--- src/rtl/watch_set_ctrl_pkg.sv ---
// Shared types and constants for the watch time-setting editor.
// Field layout of the packed load word and the editor state encoding.
package watch_set_ctrl_pkg;

  localparam int HW = 5;
  localparam int MW = 6;
  localparam int BW = 17;

  localparam int HOUR_LSB = 12;
  localparam int MIN_LSB  = 6;
  localparam int SEC_LSB  = 0;

  localparam int HOUR_MAX_DEF = 23;
  localparam int MS_MAX_DEF   = 59;

  typedef enum logic [2:0] {
    ST_IDLE,
    ST_EDIT_HOUR,
    ST_EDIT_MIN,
    ST_EDIT_SEC,
    ST_COMMIT
  } state_e;

  localparam logic [1:0] FLD_NONE = 2'd0;
  localparam logic [1:0] FLD_HOUR = 2'd1;
  localparam logic [1:0] FLD_MIN  = 2'd2;
  localparam logic [1:0] FLD_SEC  = 2'd3;

endpackage

--- src/rtl/watch_set_ctrl_if.sv ---
// Button, running-time and load/status bundle of the set editor.
// master drives buttons and time; slave is the editor.
interface watch_set_ctrl_if;
  import watch_set_ctrl_pkg::*;

  logic          en_1hz;
  logic          btn_mode;
  logic          btn_next;
  logic          btn_up;
  logic          btn_down;
  logic [HW-1:0] cur_hour;
  logic [MW-1:0] cur_min;
  logic [MW-1:0] cur_sec;
  logic          set_watch;
  logic [BW-1:0] bin_watch;
  logic          editing;
  logic [1:0]    edit_field;

  modport master (
    output en_1hz, btn_mode, btn_next,
    output btn_up, btn_down,
    output cur_hour, cur_min, cur_sec,
    input  set_watch, bin_watch,
    input  editing, edit_field
  );

  modport slave (
    input  en_1hz, btn_mode, btn_next,
    input  btn_up, btn_down,
    input  cur_hour, cur_min, cur_sec,
    output set_watch, bin_watch,
    output editing, edit_field
  );

endinterface

--- src/rtl/watch_set_ctrl_wrap_updown.sv ---
// Up/down step of one time field with wrap between 0 and MAX.
// Simultaneous up and down cancel out.
module wrap_updown #(
  parameter int W   = 6,
  parameter int MAX = 59
) (
  input  logic [W-1:0] val_i,
  input  logic         up_i,
  input  logic         down_i,
  output logic [W-1:0] nxt_o
);

  always_comb begin
    nxt_o = val_i;
    if (up_i && !down_i)
      nxt_o = (val_i == W'(MAX)) ? '0 : val_i + 1'b1;
    else if (down_i && !up_i)
      nxt_o = (val_i == '0) ? W'(MAX) : val_i - 1'b1;
  end

endmodule

--- src/rtl/watch_set_ctrl.sv ---
// Time-setting editor: captures running time, edits it field by
// field and commits it to the watch counter with a one-cycle load.
module watch_set_ctrl
  import watch_set_ctrl_pkg::*;
#(
  parameter int TIMEOUT_S = 30,
  parameter int HOUR_MAX  = HOUR_MAX_DEF,
  parameter int MS_MAX    = MS_MAX_DEF
) (
  input  logic clk,
  input  logic rst,
  watch_set_ctrl_if.slave wif
);

  localparam int TW = $clog2(TIMEOUT_S + 1);

  state_e        state_q, state_d;
  logic [HW-1:0] hour_q, hour_d, hour_nx;
  logic [MW-1:0] min_q, min_d, min_nx;
  logic [MW-1:0] sec_q, sec_d, sec_nx;
  logic [TW-1:0] tmo_q, tmo_d;
  logic          any_btn;
  logic          sel_h, sel_m, sel_s;
  logic [BW-1:0] bin_w;

  assign any_btn = wif.btn_mode | wif.btn_next
                 | wif.btn_up | wif.btn_down;

  assign sel_h = (state_q == ST_EDIT_HOUR);
  assign sel_m = (state_q == ST_EDIT_MIN);
  assign sel_s = (state_q == ST_EDIT_SEC);

  wrap_updown #(.W(HW), .MAX(HOUR_MAX)) u_hour (
    .val_i  (hour_q),
    .up_i   (wif.btn_up & sel_h),
    .down_i (wif.btn_down & sel_h),
    .nxt_o  (hour_nx)
  );

  wrap_updown #(.W(MW), .MAX(MS_MAX)) u_min (
    .val_i  (min_q),
    .up_i   (wif.btn_up & sel_m),
    .down_i (wif.btn_down & sel_m),
    .nxt_o  (min_nx)
  );

  wrap_updown #(.W(MW), .MAX(MS_MAX)) u_sec (
    .val_i  (sec_q),
    .up_i   (wif.btn_up & sel_s),
    .down_i (wif.btn_down & sel_s),
    .nxt_o  (sec_nx)
  );

  always_comb begin
    state_d = state_q;
    hour_d  = hour_q;
    min_d   = min_q;
    sec_d   = sec_q;
    tmo_d   = tmo_q;
    unique case (state_q)
      ST_IDLE: begin
        if (wif.btn_mode) begin
          hour_d  = (wif.cur_hour > HW'(HOUR_MAX))
                  ? '0 : wif.cur_hour;
          min_d   = (wif.cur_min > MW'(MS_MAX))
                  ? '0 : wif.cur_min;
          sec_d   = (wif.cur_sec > MW'(MS_MAX))
                  ? '0 : wif.cur_sec;
          tmo_d   = '0;
          state_d = ST_EDIT_HOUR;
        end
      end
      ST_EDIT_HOUR, ST_EDIT_MIN, ST_EDIT_SEC: begin
        // a button in the same cycle as a tick wins
        if (any_btn)
          tmo_d = '0;
        else if (wif.en_1hz)
          tmo_d = tmo_q + 1'b1;
        if (wif.btn_mode) begin
          state_d = ST_COMMIT;
        end else if (wif.btn_next) begin
          state_d = sel_h ? ST_EDIT_MIN
                  : sel_m ? ST_EDIT_SEC
                  : ST_EDIT_HOUR;
        end else if (any_btn) begin
          hour_d = hour_nx;
          min_d  = min_nx;
          sec_d  = sec_nx;
        end else if (wif.en_1hz &&
                     tmo_q == TW'(TIMEOUT_S - 1)) begin
          tmo_d   = '0;
          state_d = ST_IDLE;
        end
      end
      ST_COMMIT: state_d = ST_IDLE;
      default:   state_d = ST_IDLE;
    endcase
  end

  always_ff @(posedge clk) begin
    if (rst) begin
      state_q <= ST_IDLE;
      hour_q  <= '0;
      min_q   <= '0;
      sec_q   <= '0;
      tmo_q   <= '0;
    end else begin
      state_q <= state_d;
      hour_q  <= hour_d;
      min_q   <= min_d;
      sec_q   <= sec_d;
      tmo_q   <= tmo_d;
    end
  end

  always_comb begin
    bin_w = '0;
    bin_w[HOUR_LSB +: HW] = hour_q;
    bin_w[MIN_LSB  +: MW] = min_q;
    bin_w[SEC_LSB  +: MW] = sec_q;
  end

  always_comb begin
    wif.edit_field = FLD_NONE;
    unique case (state_q)
      ST_EDIT_HOUR: wif.edit_field = FLD_HOUR;
      ST_EDIT_MIN:  wif.edit_field = FLD_MIN;
      ST_EDIT_SEC:  wif.edit_field = FLD_SEC;
      default:      wif.edit_field = FLD_NONE;
    endcase
  end

  // reset in COMMIT must suppress the load in that same cycle
  assign wif.set_watch = (state_q == ST_COMMIT) & ~rst;
  assign wif.bin_watch = bin_w;
  assign wif.editing   = sel_h | sel_m | sel_s;

endmodule

--- src/flat_wrapper.sv ---
// flat-port wrapper written by rule: the top's interface ports become plain ports
module watch_set_ctrl_flat import watch_set_ctrl_pkg::*;
#(
  parameter int TIMEOUT_S = 30,
  parameter int HOUR_MAX  = HOUR_MAX_DEF,
  parameter int MS_MAX    = MS_MAX_DEF
)
  (clk, rst, wif_en_1hz, wif_btn_mode, wif_btn_next, wif_btn_up, wif_btn_down, wif_cur_hour, wif_cur_min, wif_cur_sec, wif_set_watch, wif_bin_watch, wif_editing, wif_edit_field);
  watch_set_ctrl_if wif_i ();
  input  logic clk;
  input  logic rst;
  input wire logic [$bits(wif_i.en_1hz)-1:0] wif_en_1hz;
  input wire logic [$bits(wif_i.btn_mode)-1:0] wif_btn_mode;
  input wire logic [$bits(wif_i.btn_next)-1:0] wif_btn_next;
  input wire logic [$bits(wif_i.btn_up)-1:0] wif_btn_up;
  input wire logic [$bits(wif_i.btn_down)-1:0] wif_btn_down;
  input wire logic [$bits(wif_i.cur_hour)-1:0] wif_cur_hour;
  input wire logic [$bits(wif_i.cur_min)-1:0] wif_cur_min;
  input wire logic [$bits(wif_i.cur_sec)-1:0] wif_cur_sec;
  output wire logic [$bits(wif_i.set_watch)-1:0] wif_set_watch;
  output wire logic [$bits(wif_i.bin_watch)-1:0] wif_bin_watch;
  output wire logic [$bits(wif_i.editing)-1:0] wif_editing;
  output wire logic [$bits(wif_i.edit_field)-1:0] wif_edit_field;
  assign wif_i.en_1hz = wif_en_1hz;
  assign wif_i.btn_mode = wif_btn_mode;
  assign wif_i.btn_next = wif_btn_next;
  assign wif_i.btn_up = wif_btn_up;
  assign wif_i.btn_down = wif_btn_down;
  assign wif_i.cur_hour = wif_cur_hour;
  assign wif_i.cur_min = wif_cur_min;
  assign wif_i.cur_sec = wif_cur_sec;
  assign wif_set_watch = wif_i.set_watch;
  assign wif_bin_watch = wif_i.bin_watch;
  assign wif_editing = wif_i.editing;
  assign wif_edit_field = wif_i.edit_field;
  watch_set_ctrl #(.TIMEOUT_S(TIMEOUT_S), .HOUR_MAX(HOUR_MAX), .MS_MAX(MS_MAX)) u_core (.clk(clk), .rst(rst), .wif(wif_i));
endmodule
--- config.mk ---
export PLATFORM = sky130hd
export DESIGN_NAME = watch_set_ctrl_flat
export DESIGN_NICKNAME = d
export VERILOG_FILES = /design/src/rtl/watch_set_ctrl_pkg.sv /design/src/rtl/watch_set_ctrl_if.sv /design/src/rtl/watch_set_ctrl_wrap_updown.sv /design/src/rtl/watch_set_ctrl.sv /design/src/flat_wrapper.sv
export SDC_FILE = /design/constraint.sdc
export NUM_CORES = 1
export LEC_CHECK = 0
export BUFFER_PORTS_ARGS = -buffer_cell sky130_fd_sc_hd__buf_2
export CAP_MARGIN = 20
export CORE_ASPECT_RATIO = 0.8
export CORE_MARGIN = 5
export CORE_UTILIZATION = 59
export DETAILED_ROUTE_END_ITERATION = 10
export PLACE_DENSITY = 0.85
export SYNTH_ARGS = -nofsm -noshare
export SYNTH_HDL_FRONTEND = slang
export SYNTH_SLANG_ARGS = --single-unit
--- constraint.sdc ---
create_clock -name clk -period 3.5 [get_ports clk]
set_clock_uncertainty 0.15 [all_clocks]
set_input_delay 0.35 -clock clk [delete_from_list [all_inputs] [get_ports clk]]
set_output_delay 0.35 -clock clk [all_outputs]
set_load 0.02 [all_outputs]
==> results.toml <==
[layout]
diodes = 0
syn2layout_area_growth_pct = 8.66
nets = 353
drive_gt1_frac = 0.229
final_area_um2 = 2490
fin_cells = 370

[worst_setup_path]
cp_data_arrival_time_ps = 2730
cp-start-kind = "flop"
critPathKind = "reg2reg"
cp.required_ps = 3560
worst-path-max-fanout = 10
end_kind = "flop"

[synthesis]
ys_seq_elements = 25
yosys.area_share.simple = 0.286
synth_top_family_by_area = "simple AND/OR/NAND/NOR gates"
async_flop_share = 0
ys_warn_count = 0
synth_cells = 289
synth_cell_types = 63
synth-edff-count = 0
synthAdderAreaFrac = 0.0708
muxShareOfSynthArea = 0.0267
post_synth.cell_area_avg_um2 = 7.94
synth_compound_area_frac = 0.265
synth_seq_area_share = 0.218
syn_area_um2 = 2300
synthFlopType = "dfxtp_1"
synth_fp_nets = 326
synth-xor-area-share = 0.0496

[place]
pre_cts_ws_ps = 861
gp_congestion = 0.907
io_buffers = 44
dp_hpwl_mm = 4.18
dpl-instance-area_um2 = 2450
place_inst = 366

[grt]
grt_pass1_wl_mm = 9.82
grt_usage = 0.229
grt_max_degree = 24
antenna_found_initial = 0
grt.overflow.total = 0
grt_pass1_vias = 2190

[drt]
via_per_inst = 6.16
routed_wl_mm = 5.72
drtAntennaViolNets = 0
drc = 0
routed-via-count = 2281
routedWlPerCell_um = 15.4
drt_iter0_drc = 185
detail_route.first_pass.iterations = 4

[sta]
rsz0062_at_grt = "no"
layout_setup_ws_ps = 830
fin_crit_sh = 0.763
fmax_ghz = 0.375
slew_headroom = 0.653
tightest_slew_ps = 520
finalHoldViolCount = 0
period_minus_slack_ps = 2670
maxSlewViolCount = 0
finalSetupViolCount = 0
tns_ps = 0

[pwr]
power_mw = 0.865
power.density_nw_per_um2 = 347
p_int_mw = 0.523
p_comb_frac = 0.378
p_sw_mw = 0.342
p_sw_frac = 0.395
clkPwrFrac = 0.210
power_frac_seq = 0.412
power_leakage_nw = 1.01
peakVddDrop_uv = 224

[die]
fp.dieArea_um2 = 5250
die_h_um = 65.8
fp.coreArea_um2 = 3780
io_pins = 45
start_util = 0.608
rows = 20
die_x_um = 79.7

[cts]
clockBufferDepth = 2
cts_buffers = 3
clkTransAtPathRegs_ps = 100
numClockSinks = 25
htreeDepth = 1
cts_repair_resize_count = 0
cts_tree = "yes"
cts_hold_buf = 0
cts-root-buf = "clkbuf_8"
insertion_delay_ps = 280
post-cts-setup-buffer-count = 0

[min_path]
hold_class = "in2reg"

[outcome]
status = "completed"

[run]
drv_cap = 0
-- through the flow --
stage,hold WS (ps),utilization
detailed placement,364,0.648
finish,192,0.660
global route,233,0.660
global placement,352,0.648
CTS,195,0.660
floorplan,301,-
-- synth_stat cells, types with 2 or more instances --
cell	number	share of area
mux2i_1	5	0.022
xor2_1	5	0.019
nand3b_1	5	0.016
nor2_1	31	0.051
a211oi_1	4	0.013
buf_2	10	0.022
a311oi_1	6	0.023
inv_1	12	0.020
nand3_1	19	0.041
ha_1	13	0.071
a21oi_1	22	0.048
nor3_1	10	0.022
nor2b_1	6	0.016
a22oi_1	3	0.0098
o21bai_1	3	0.0098
nand2_1	18	0.029
nor4_2	2	0.011
dfxtp_1	25	0.22
buf_4	2	0.0065
o21ai_0	7	0.015
a31oi_1	5	0.014
buf_6	5	0.025
a311oi_2	2	0.013
clkbuf_1	5	0.0082
o211ai_1	3	0.0098
nand4_1	3	0.0082
and3_1	5	0.014
a41o_1	2	0.0087
nor4b_2	2	0.013
a211oi_2	5	0.027
nor4_1	2	0.0054
xnor2_1	8	0.031
nor3b_1	3	0.0098
o311ai_0	2	0.0076
-- cells by family (layout without fill, tap and decap cells) --
kind of cell | after synthesis | in the layout
AOI/OAI and AO/OA | 77 | 77
xor gates and xnor gates | 13 | 13
buffers and inverters | 36 | 62
and+or+nand+nor | 119 | 119
muxes | 6 | 6
DFF | 25 | 25
adders and majority gates | 13 | 13
-- worst max-delay path, cell delays in order, from the launching register on --
cell and delay, ps:
dfxtp_1 580, nor2b_1 320, nand3_1 120, ha_1 350, and3_4 240, a41o_1 270
nor4_2 270, a32oi_1 100, a211oi_2 210
-- flip-flops by register name (all words and copies together) (netlist names) --
name / flops
u_core.state_q: 3
u_core.min_q: 6
u_core.tmo_q: 5
u_core.sec_q: 6
u_core.hour_q: 5
-- cell type report --
class	instances	area, um^2
Inverter	13	48.8
Fill cell	316	1280
Clock inverter	1	5.00
Timing Repair Buffer	45	228
Tap cell	55	68.8
Clock buffer	3	41.3
Multi-Input combinational cell	228	1600
Sequential cell	25	500
-- cell usage in the layout (no fill, tap or decap), drive strengths merged, types with 6 or more instances in the layout --
cell    count
nor3       11
nand3      19
o21ai       7
xnor2       8
nor2       32
a311oi      8
nor2b       6
dfxtp      25
ha         13
and3        6
buf        45
a21oi      23
inv        13
nand2      18
a211oi      9
-- routing by layer --
layer	vias up	track usage	part of all wire	wire length, um
met5	-	0	0	0
met4	0	0.0865	0.017	97
met3	11	0.0450	0.084	481
met2	107	0.361	0.45	2570
met1	1046	0.309	0.45	2570
li1	1117	-	-	-
-- power groups by stage --
stage          clock network, mW  logic, mW  registers [mW]
2_1_floorplan                  0      0.252           0.356
3_3_place_gp                   0      0.314           0.361
3_5_place_dp                   0      0.322           0.362
4_1_cts                    0.183      0.324           0.356
5_1_grt                    0.198      0.362           0.363
6_report                   0.182      0.327           0.357
-- worst paths after layout --
kind / start / to / slack [ps] / depth (start not counted)
setup / recovery: u_core.state_q[0] / u_core.sec_q[5] / 830 / 8
hold / removal: wif_cur_hour[1] / u_core.hour_q[1] / 190 / 3
setup reg to reg: u_core.state_q[0] / u_core.sec_q[5] / 830 / 8
hold reg to reg: u_core.tmo_q[4] / u_core.tmo_q[4] / 370 / 2
(Power assumes the default switching activity.)
